### src/rtl/arm_fetch_unit_if.sv
`default_nettype none
// =============================================================================
// Module   : arm_fetch_unit_if
// Brief    : Instruction-memory bus, redirect and decode handshake of the fetch unit
// Revision : 1.0
// =============================================================================
interface arm_fetch_unit_if;
    logic        imem_req;
    logic [31:0] imem_addr;
    logic        imem_gnt;
    logic        imem_rvalid;
    logic [31:0] imem_rdata;
    logic        redirect_valid;
    logic [31:0] redirect_pc;
    logic        inst_valid;
    logic        inst_ready;
    logic [31:0] inst;
    logic [31:0] inst_pc;

    modport master (
        output imem_req, imem_addr,
        input  imem_gnt, imem_rvalid, imem_rdata,
        input  redirect_valid, redirect_pc,
        output inst_valid, inst, inst_pc,
        input  inst_ready
    );

    modport slave (
        input  imem_req, imem_addr,
        output imem_gnt, imem_rvalid, imem_rdata,
        output redirect_valid, redirect_pc,
        input  inst_valid, inst, inst_pc,
        output inst_ready
    );
endinterface
`default_nettype wire

### src/rtl/arm_fetch_unit.sv
`default_nettype none
// =============================================================================
// Module   : arm_fetch_unit
// Brief    : Fetch front-end: PC, req/gnt memory reads, prefetch FIFO, redirect
// Revision : 1.0
// =============================================================================
module arm_fetch_unit #(
    parameter logic [31:0] RESET_PC   = 32'h0000_0000,
    parameter int unsigned FIFO_DEPTH = 4
) (
    input  logic             clk,
    input  logic             rst_n,
    arm_fetch_unit_if.master bus
);
    localparam int unsigned          c_PTR_W   = $clog2(FIFO_DEPTH);
    localparam int unsigned          c_CNT_W   = c_PTR_W + 1;
    localparam logic [c_PTR_W-1:0]   c_PTR_ONE = (c_PTR_W)'(1);
    localparam logic [c_CNT_W-1:0]   c_CNT_ONE = (c_CNT_W)'(1);
    localparam logic [c_CNT_W:0]     c_DEPTH   = (c_CNT_W+1)'(FIFO_DEPTH);

    typedef enum logic [1:0] {
        S_BOOT  = 2'd0,
        S_RUN   = 2'd1,
        S_DRAIN = 2'd2
    } state_t;

    state_t             r_state;
    logic [31:0]        r_fetch_pc;
    logic [c_CNT_W-1:0] r_outstanding;
    logic [c_CNT_W-1:0] r_discard;
    logic [c_CNT_W-1:0] r_fifo_count;
    logic [c_PTR_W-1:0] r_pcq_wr, r_pcq_rd;
    logic [c_PTR_W-1:0] r_fifo_wr, r_fifo_rd;
    logic [31:0]        r_pcq       [FIFO_DEPTH];
    logic [31:0]        r_fifo_data [FIFO_DEPTH];
    logic [31:0]        r_fifo_pc   [FIFO_DEPTH];

    logic               w_req, w_grant, w_resp, w_push, w_pop, w_inst_valid;
    logic [c_CNT_W-1:0] w_out_next, w_fifo_count_next;
    logic [31:0]        w_redirect_target;

    // Outstanding requests and buffered words share one budget so a response always has a slot.
    assign w_req  = (r_state != S_BOOT) &&
                    (({1'b0, r_outstanding} + {1'b0, r_fifo_count}) < c_DEPTH);
    assign w_grant = w_req && bus.imem_gnt;
    assign w_resp  = bus.imem_rvalid && (r_outstanding != '0);
    assign w_push  = w_resp && (r_discard == '0) && !bus.redirect_valid;
    assign w_inst_valid = (r_fifo_count != '0);
    assign w_pop   = w_inst_valid && bus.inst_ready;
    assign w_redirect_target = bus.redirect_pc & ~32'h0000_0003;

    assign bus.imem_req   = w_req;
    assign bus.imem_addr  = r_fetch_pc;
    assign bus.inst_valid = w_inst_valid;
    assign bus.inst       = w_inst_valid ? r_fifo_data[r_fifo_rd] : 32'h0;
    assign bus.inst_pc    = w_inst_valid ? r_fifo_pc[r_fifo_rd]   : 32'h0;

    always_comb begin
        w_out_next = r_outstanding;
        if (w_grant && !w_resp) begin
            w_out_next = r_outstanding + c_CNT_ONE;
        end else if (!w_grant && w_resp) begin
            w_out_next = r_outstanding - c_CNT_ONE;
        end
    end

    always_comb begin
        w_fifo_count_next = r_fifo_count;
        if (w_push && !w_pop) begin
            w_fifo_count_next = r_fifo_count + c_CNT_ONE;
        end else if (!w_push && w_pop) begin
            w_fifo_count_next = r_fifo_count - c_CNT_ONE;
        end
    end

    always_ff @(posedge clk) begin
        if (!rst_n) begin
            r_state       <= S_BOOT;
            r_fetch_pc    <= RESET_PC;
            r_outstanding <= '0;
            r_discard     <= '0;
            r_fifo_count  <= '0;
            r_pcq_wr      <= '0;
            r_pcq_rd      <= '0;
            r_fifo_wr     <= '0;
            r_fifo_rd     <= '0;
        end else begin
            r_outstanding <= w_out_next;
            if (w_grant) r_pcq_wr <= r_pcq_wr + c_PTR_ONE;
            if (w_resp)  r_pcq_rd <= r_pcq_rd + c_PTR_ONE;

            if (bus.redirect_valid) begin
                // Every request still on the bus, including this cycle's grant, is old-stream.
                r_fetch_pc   <= w_redirect_target;
                r_discard    <= w_out_next;
                r_state      <= (w_out_next != '0) ? S_DRAIN : S_RUN;
                r_fifo_count <= '0;
                r_fifo_wr    <= '0;
                r_fifo_rd    <= '0;
            end else begin
                if (w_grant) r_fetch_pc <= r_fetch_pc + 32'd4;
                if (w_resp && (r_discard != '0)) r_discard <= r_discard - c_CNT_ONE;
                case (r_state)
                    S_BOOT:  r_state <= S_RUN;
                    S_RUN:   r_state <= S_RUN;
                    S_DRAIN: if (w_resp && (r_discard == c_CNT_ONE)) r_state <= S_RUN;
                    default: r_state <= S_BOOT;
                endcase
                if (w_push) r_fifo_wr <= r_fifo_wr + c_PTR_ONE;
                if (w_pop)  r_fifo_rd <= r_fifo_rd + c_PTR_ONE;
                r_fifo_count <= w_fifo_count_next;
            end
        end
    end

    always_ff @(posedge clk) begin
        if (w_grant) r_pcq[r_pcq_wr] <= r_fetch_pc;
        if (w_push) begin
            r_fifo_data[r_fifo_wr] <= bus.imem_rdata;
            r_fifo_pc[r_fifo_wr]   <= r_pcq[r_pcq_rd];
        end
    end
endmodule
`default_nettype wire

### src/flat_wrapper.sv
// flat-port wrapper written by rule: the top's interface ports become plain ports
module arm_fetch_unit_flat 
#(
    parameter logic [31:0] RESET_PC   = 32'h0000_0000,
    parameter int unsigned FIFO_DEPTH = 4
)
  (clk, rst_n, bus_imem_req, bus_imem_addr, bus_imem_gnt, bus_imem_rvalid, bus_imem_rdata, bus_redirect_valid, bus_redirect_pc, bus_inst_valid, bus_inst, bus_inst_pc, bus_inst_ready);
  arm_fetch_unit_if bus_i ();
  input  logic clk;
  input  logic rst_n;
  output wire logic [$bits(bus_i.imem_req)-1:0] bus_imem_req;
  output wire logic [$bits(bus_i.imem_addr)-1:0] bus_imem_addr;
  input wire logic [$bits(bus_i.imem_gnt)-1:0] bus_imem_gnt;
  input wire logic [$bits(bus_i.imem_rvalid)-1:0] bus_imem_rvalid;
  input wire logic [$bits(bus_i.imem_rdata)-1:0] bus_imem_rdata;
  input wire logic [$bits(bus_i.redirect_valid)-1:0] bus_redirect_valid;
  input wire logic [$bits(bus_i.redirect_pc)-1:0] bus_redirect_pc;
  output wire logic [$bits(bus_i.inst_valid)-1:0] bus_inst_valid;
  output wire logic [$bits(bus_i.inst)-1:0] bus_inst;
  output wire logic [$bits(bus_i.inst_pc)-1:0] bus_inst_pc;
  input wire logic [$bits(bus_i.inst_ready)-1:0] bus_inst_ready;
  assign bus_imem_req = bus_i.imem_req;
  assign bus_imem_addr = bus_i.imem_addr;
  assign bus_i.imem_gnt = bus_imem_gnt;
  assign bus_i.imem_rvalid = bus_imem_rvalid;
  assign bus_i.imem_rdata = bus_imem_rdata;
  assign bus_i.redirect_valid = bus_redirect_valid;
  assign bus_i.redirect_pc = bus_redirect_pc;
  assign bus_inst_valid = bus_i.inst_valid;
  assign bus_inst = bus_i.inst;
  assign bus_inst_pc = bus_i.inst_pc;
  assign bus_i.inst_ready = bus_inst_ready;
  arm_fetch_unit #(.RESET_PC(RESET_PC), .FIFO_DEPTH(FIFO_DEPTH)) u_core (.clk(clk), .rst_n(rst_n), .bus(bus_i));
endmodule
### config.mk
export PLATFORM = sky130hd
export DESIGN_NAME = arm_fetch_unit_flat
export DESIGN_NICKNAME = d
export VERILOG_FILES = /design/src/rtl/arm_fetch_unit_if.sv /design/src/rtl/arm_fetch_unit.sv /design/src/flat_wrapper.sv
export SDC_FILE = /design/constraint.sdc
export NUM_CORES = 1
export LEC_CHECK = 0
export BUFFER_PORTS_ARGS = -buffer_cell sky130_fd_sc_hd__clkbuf_2
export CORE_MARGIN = 1.5
export CORE_UTILIZATION = 55
export DETAILED_ROUTE_END_ITERATION = 7
export PLACE_DENSITY_LB_ADDON = 0.1
export SLEW_MARGIN = 0
export SYNTH_ARGS = -nofsm -noshare
export SYNTH_HDL_FRONTEND = slang
export SYNTH_SLANG_ARGS = --single-unit
### constraint.sdc
create_clock -name clk -period 8.6 [get_ports clk]
set_clock_uncertainty 0.2 [all_clocks]
set_input_delay 1.72 -clock clk [delete_from_list [all_inputs] [get_ports clk]]
set_output_delay 1.72 -clock clk [all_outputs]
set_load 0.005 [all_outputs]
# Word level (Yosys, flattened, before mapping)
# Memory sizes are Yosys's and may differ from the RTL's. A register that Yosys moved wholly into a read port is not among the register bits.
# Index checks and enable logic that the tools add are counted.
# word_totals
ff_bits	51
mem_bits_rw	384
out_inout_bits	98
mem_count	3
# mem_list
memory	words	width	read_ports	rd_ports_with_merged_regs	write_ports	line	rtl
u_core.r_fifo_data	4	32	1	1	1	arm_fetch_unit.sv:35	logic [31:0] r_fifo_data [FIFO_DEPTH];
u_core.r_fifo_pc	4	32	1	1	1	arm_fetch_unit.sv:36	logic [31:0] r_fifo_pc [FIFO_DEPTH];
u_core.r_pcq	4	32	1	1	1	arm_fetch_unit.sv:34	logic [31:0] r_pcq [FIFO_DEPTH];
# op_classes
addsub	11
n_lt_le_gt_ge	1
eq_ne	4
muxes	24
n_bitwise	1
reduce_logical	29
# op_table
cell	count
$mux 32	4
$add 32x3->32 const B	1
$mux 2	9
$mux 3	6
$logic_and 1x1->1	12
$reduce_bool 3->1	4
$sub 3x1->3 const B	3
$add 2x1->2 const B	4
$reduce_bool 2->1	4
$add 3x1->3 const B	2
$logic_not 1->1	5
$add 3x3->4	1
$lt 4x3->1 const B	1
$mux 1	4
$pmux 2 s2	1
$reduce_or 2->1	2
$eq 3x1->1 const B	1
$logic_not 3->1	1
$ne 3x2->1 const B	1
$eq 2x1->1 const B	1
$eq 2x2->1 const B	1
$logic_not 2->1	1
$not 1->1	1

# Longest topological paths before layout
# depth
depth_word	11
depth_mapped	13

# Least setup slack after synthesis
# OpenSTA, ideal clock, no wires.
# synth_timing
kind	input to register
startpoint	in bus_imem_rvalid
endpoint	mem u_core.r_fifo_data[1][0] (enable)
arrival_ps	3961
path_slack_ps	4012
cell_stages	4
path_buffers	1
path_cell_list	nor2b_1 and3_1 clkbuf_1 and3_1
# synth_between
elab_chain_cells	5
# synth_lines
element	line	rtl
from (decl)	flat_wrapper.sv:14	input wire logic [$bits(bus_i.imem_rvalid)-1:0] bus_imem_rvalid;
$logic_and 1x1->1	arm_fetch_unit.sv:46	assign w_resp = bus.imem_rvalid && (r_outstanding != '0);
$logic_and 1x1->1 (2 in series)	arm_fetch_unit.sv:47	assign w_push = w_resp && (r_discard == '0) && !bus.redirect_valid;
$mux 1	arm_fetch_unit.sv:118	if (w_push) begin
$mux 1 (implied by the code)	arm_fetch_unit.sv:119	r_fifo_data[r_fifo_wr] <= bus.imem_rdata;
to (decl)	arm_fetch_unit.sv:35	
# Every way passes these cells.

==> impl_metrics.csv <==
group,metric,value,unit
status,status,"finished, final reports clean",
final_layout,final_cells,1488,
floorplanning,io_pins,168,
grt,grt_max_degree,66,
final_layout,register_area,0.0121,mm2
setup_path,worst-setup-path-type,"flip-flop to output pin",
final_layout,final_common_cell,"edfxtp_1",
final_layout,area_growth,15.0,%
final_layout,antenna_cells,0,
setup_path,critical-path-slowest-cell,"dfxtp_4",
grt,overflow,0,
sta,hold_violations,0,
final_layout,finalNetCount,1157,
setup_path,critPathMaxStageDelay,0.74,ns
pwr,p_per_area,262,mW/mm2
yosys,synth_flop_cell,"edfxtp_1",
sta,maxSlewViolCount,0,
sta,worst_pin_slew,1.01,ns
sta,slew_headroom,32.5,%
clock_network,clkTransAtPathRegs,0.06,ns
clock_network,cts_tree,"built",
floorplanning,die_area,0.0312,mm2
setup_path,critical_path.max_fanout,36,
setup_path,cp-end-kind,"output pin",
floorplanning,coreArea,0.0296,mm2
final_layout,multi_input_area,0.00421,mm2
place,placed_cells,1414,
setup_path,crit_family,"buffers and inverters",
clock_network,cts_resized,0,
sta,rsz0062_at_grt,"false",
clock_network,insertion_delay,0.52,ns
place,place.gp.congestion,0.781,
yosys,synth-edff-count,368,
setup_path,path_buf_inv,2,
grt,grt_antenna_before_repair,0,
clock_network,hold_buffers,0,
yosys,synth.distinct_cells,46,
yosys,postSynth.asyncResetShare,0,%
final_layout,final_layout_size_suffix_gt1_share,31.1,%
hold_path,worstHoldPathType,"flip-flop to flip-flop",
clock_network,cts_buffers,42,
clock_network,htreeDepth,2,
setup_path,cp_data_required_time,6.68,ns
sta,setup_ws,3.81,ns
clock_network,post-cts-setup-buffers,0,
clock_network,cts.path.max_buffers,3,
sta,max_clock_freq,0.209,GHz
sta,setup_tns,0,ns
pwr,p_total,4.99,mW
grt,track_usage,20.5,%
yosys,yosys_warnings,0,
pwr,vdd_drop_max,0.229,mV
drt,drc_errors,0,
setup_path,cp_data_arrival_time,2.87,ns
sta,min_period_over_period,55.7,%
drt,ant_nets,0,
sta,period_minus_slack,4.79,ns
flow_run,cap_violations,0,
drt,wirelength,31000,um
drt,wl_per_cell,20.8,um
place,portBuffers,161,
setup_path,crit_chain,"buf_4 -> mux4_2 -> and2_1 -> clkbuf_2",
place,hpwl,17900,um
floorplanning,start_util,55.9,%
drt,viasPerCell,5.59,
clock_network,clock-root-buffer,"clkbuf_16",
clock_network,clock-sinks,421,
drt,drt_iter0_markers,528,
yosys,synth_area,0.0166,mm2
yosys,synth.avg_cell_area,18.5,um2
floorplanning,chipWidth,177,um
floorplanning,core.rowCount,63,
grt,grt_pass1_vias,8607,
drt,drtPass1Iterations,5,
floorplanning,die_h,177,um
setup_path,start_kind,"flip-flop",
yosys,ys_seq_elements,421,
grt,grt_pass1_wl,48700,um
yosys,synthCells,898,
final_layout,nFillCells,2141,
final_layout,final_cell_mix,"368 x edfxtp_1, 161 x clkbuf_2, 92 x mux4_2",
yosys,ys_seq_area_share,73.1,%
sta,setup_violations,0,
place,dp_slack,4.12,ns
drt,vias,8318,
pwr,p_leak,6.50,nW
-- flip-flops by register name, indices dropped and copies added (netlist names), 3 cells and up, named ones only --
| name | cells |
|---|---|
| u_core.r_fifo_data | 128 |
| u_core.r_fifo_pc | 120 |
| u_core.r_pcq | 120 |
| u_core.bus.imem_addr | 30 |
| u_core.r_discard | 3 |
| u_core.r_fifo_count | 3 |
| u_core.r_outstanding | 3 |
-- final cells by class --
| cell class | count | share of cell area [%] |
|---|---|---|
| clock buffers | 53 | 5.95 |
| well taps | 390 | 2.56 |
| inverters | 21 | 0.414 |
| repair buffers | 170 | 4.58 |
| multi-input cells | 412 | 22.1 |
| clock inverters | 21 | 0.827 |
| flip-flops and latches | 421 | 63.6 |
-- metrics by stage --
stage | hold WS (ns) | area (um2) | util, %
finish | 0.307 | 19100 | 64.3
global route | 0.333 | 19100 | 64.3
CTS | 0.304 | 19100 | 64.3
detailed placement | 0.297 | 17800 | 59.9
global placement | 0.291 | 17800 | 59.9
floorplan | 0.271 | 16600 | -
-- metal layers --
metal  routed length (um)  part of all wire, %  up-vias  GRT usage [%]
li1                     -                    -     3856              -
met1                13800                   45     4215           28.4
met2                15200                   49      202           34.3
met3                 1500                  4.8       45           3.41
met4                  493                  1.6        0           4.80
met5                    0                    0        -              0
-- power breakdown --
group | switching (mW) | total [mW] | internal, mW
registers | 0.0815 | 2.55 | 2.47
clock network | 0.709 | 1.70 | 0.991
logic | 0.408 | 0.747 | 0.339
-- cells by family after synthesis --
group,after synthesis,synth area share [%]
flip-flops,421,73.1
AND/OR/NAND/NOR,187,6.40
multiplexers,95,12.7
buffers and inverters,68,1.70
AO/OA/AOI/OAI,67,2.54
XOR/XNOR,38,2.01
adder cells (fa/ha/maj),21,1.60
other,1,0.0226
-- worst register-to-register path, cell delays in order (launching register included) --
cell,delay [ns]
dfxtp_1,0.42
inv_1,0.07
ha_1,0.18
ha_1,0.19
nor2b_1,0.39
and3_1,0.38
and2_1,0.17
ha_1,0.18
inv_1,0.06
fa_1,0.37
xor2_1,0.16
or3_1,0.30
a21oi_1,0.14
-- cell usage after synthesis (12+ instances only) --
cell type  number  area, um2
a21oi_1        23        115
and2_1         73        457
clkbuf_1       30        113
dfxtp_1        53       1060
edfxtp_1      368      11100
ha_1           18        225
inv_1          20       75.1
mux4_2         92       2070
nand2_1        21       78.8
nand3_1        16       80.1
nor2_1         23       86.3
nor3_1         12       60.1
o21ai_0        23        115
xnor2_1        29        254
-- worst paths after layout --
path / start / end / slack (ns) / cells past startpoint
max: flip-flop / bus_inst[14] / 3.81 / 4
min: u_core.r_fifo_count[2] / u_core.r_fifo_count[2] / 0.31 / 2
max reg2reg: u_core.r_outstanding[1] / u_core.r_fifo_count[2] / 5.32 / 12
min reg2reg: u_core.r_fifo_count[2] / u_core.r_fifo_count[2] / 0.31 / 2
No activity file was read; power rests on OpenSTA's default activity.
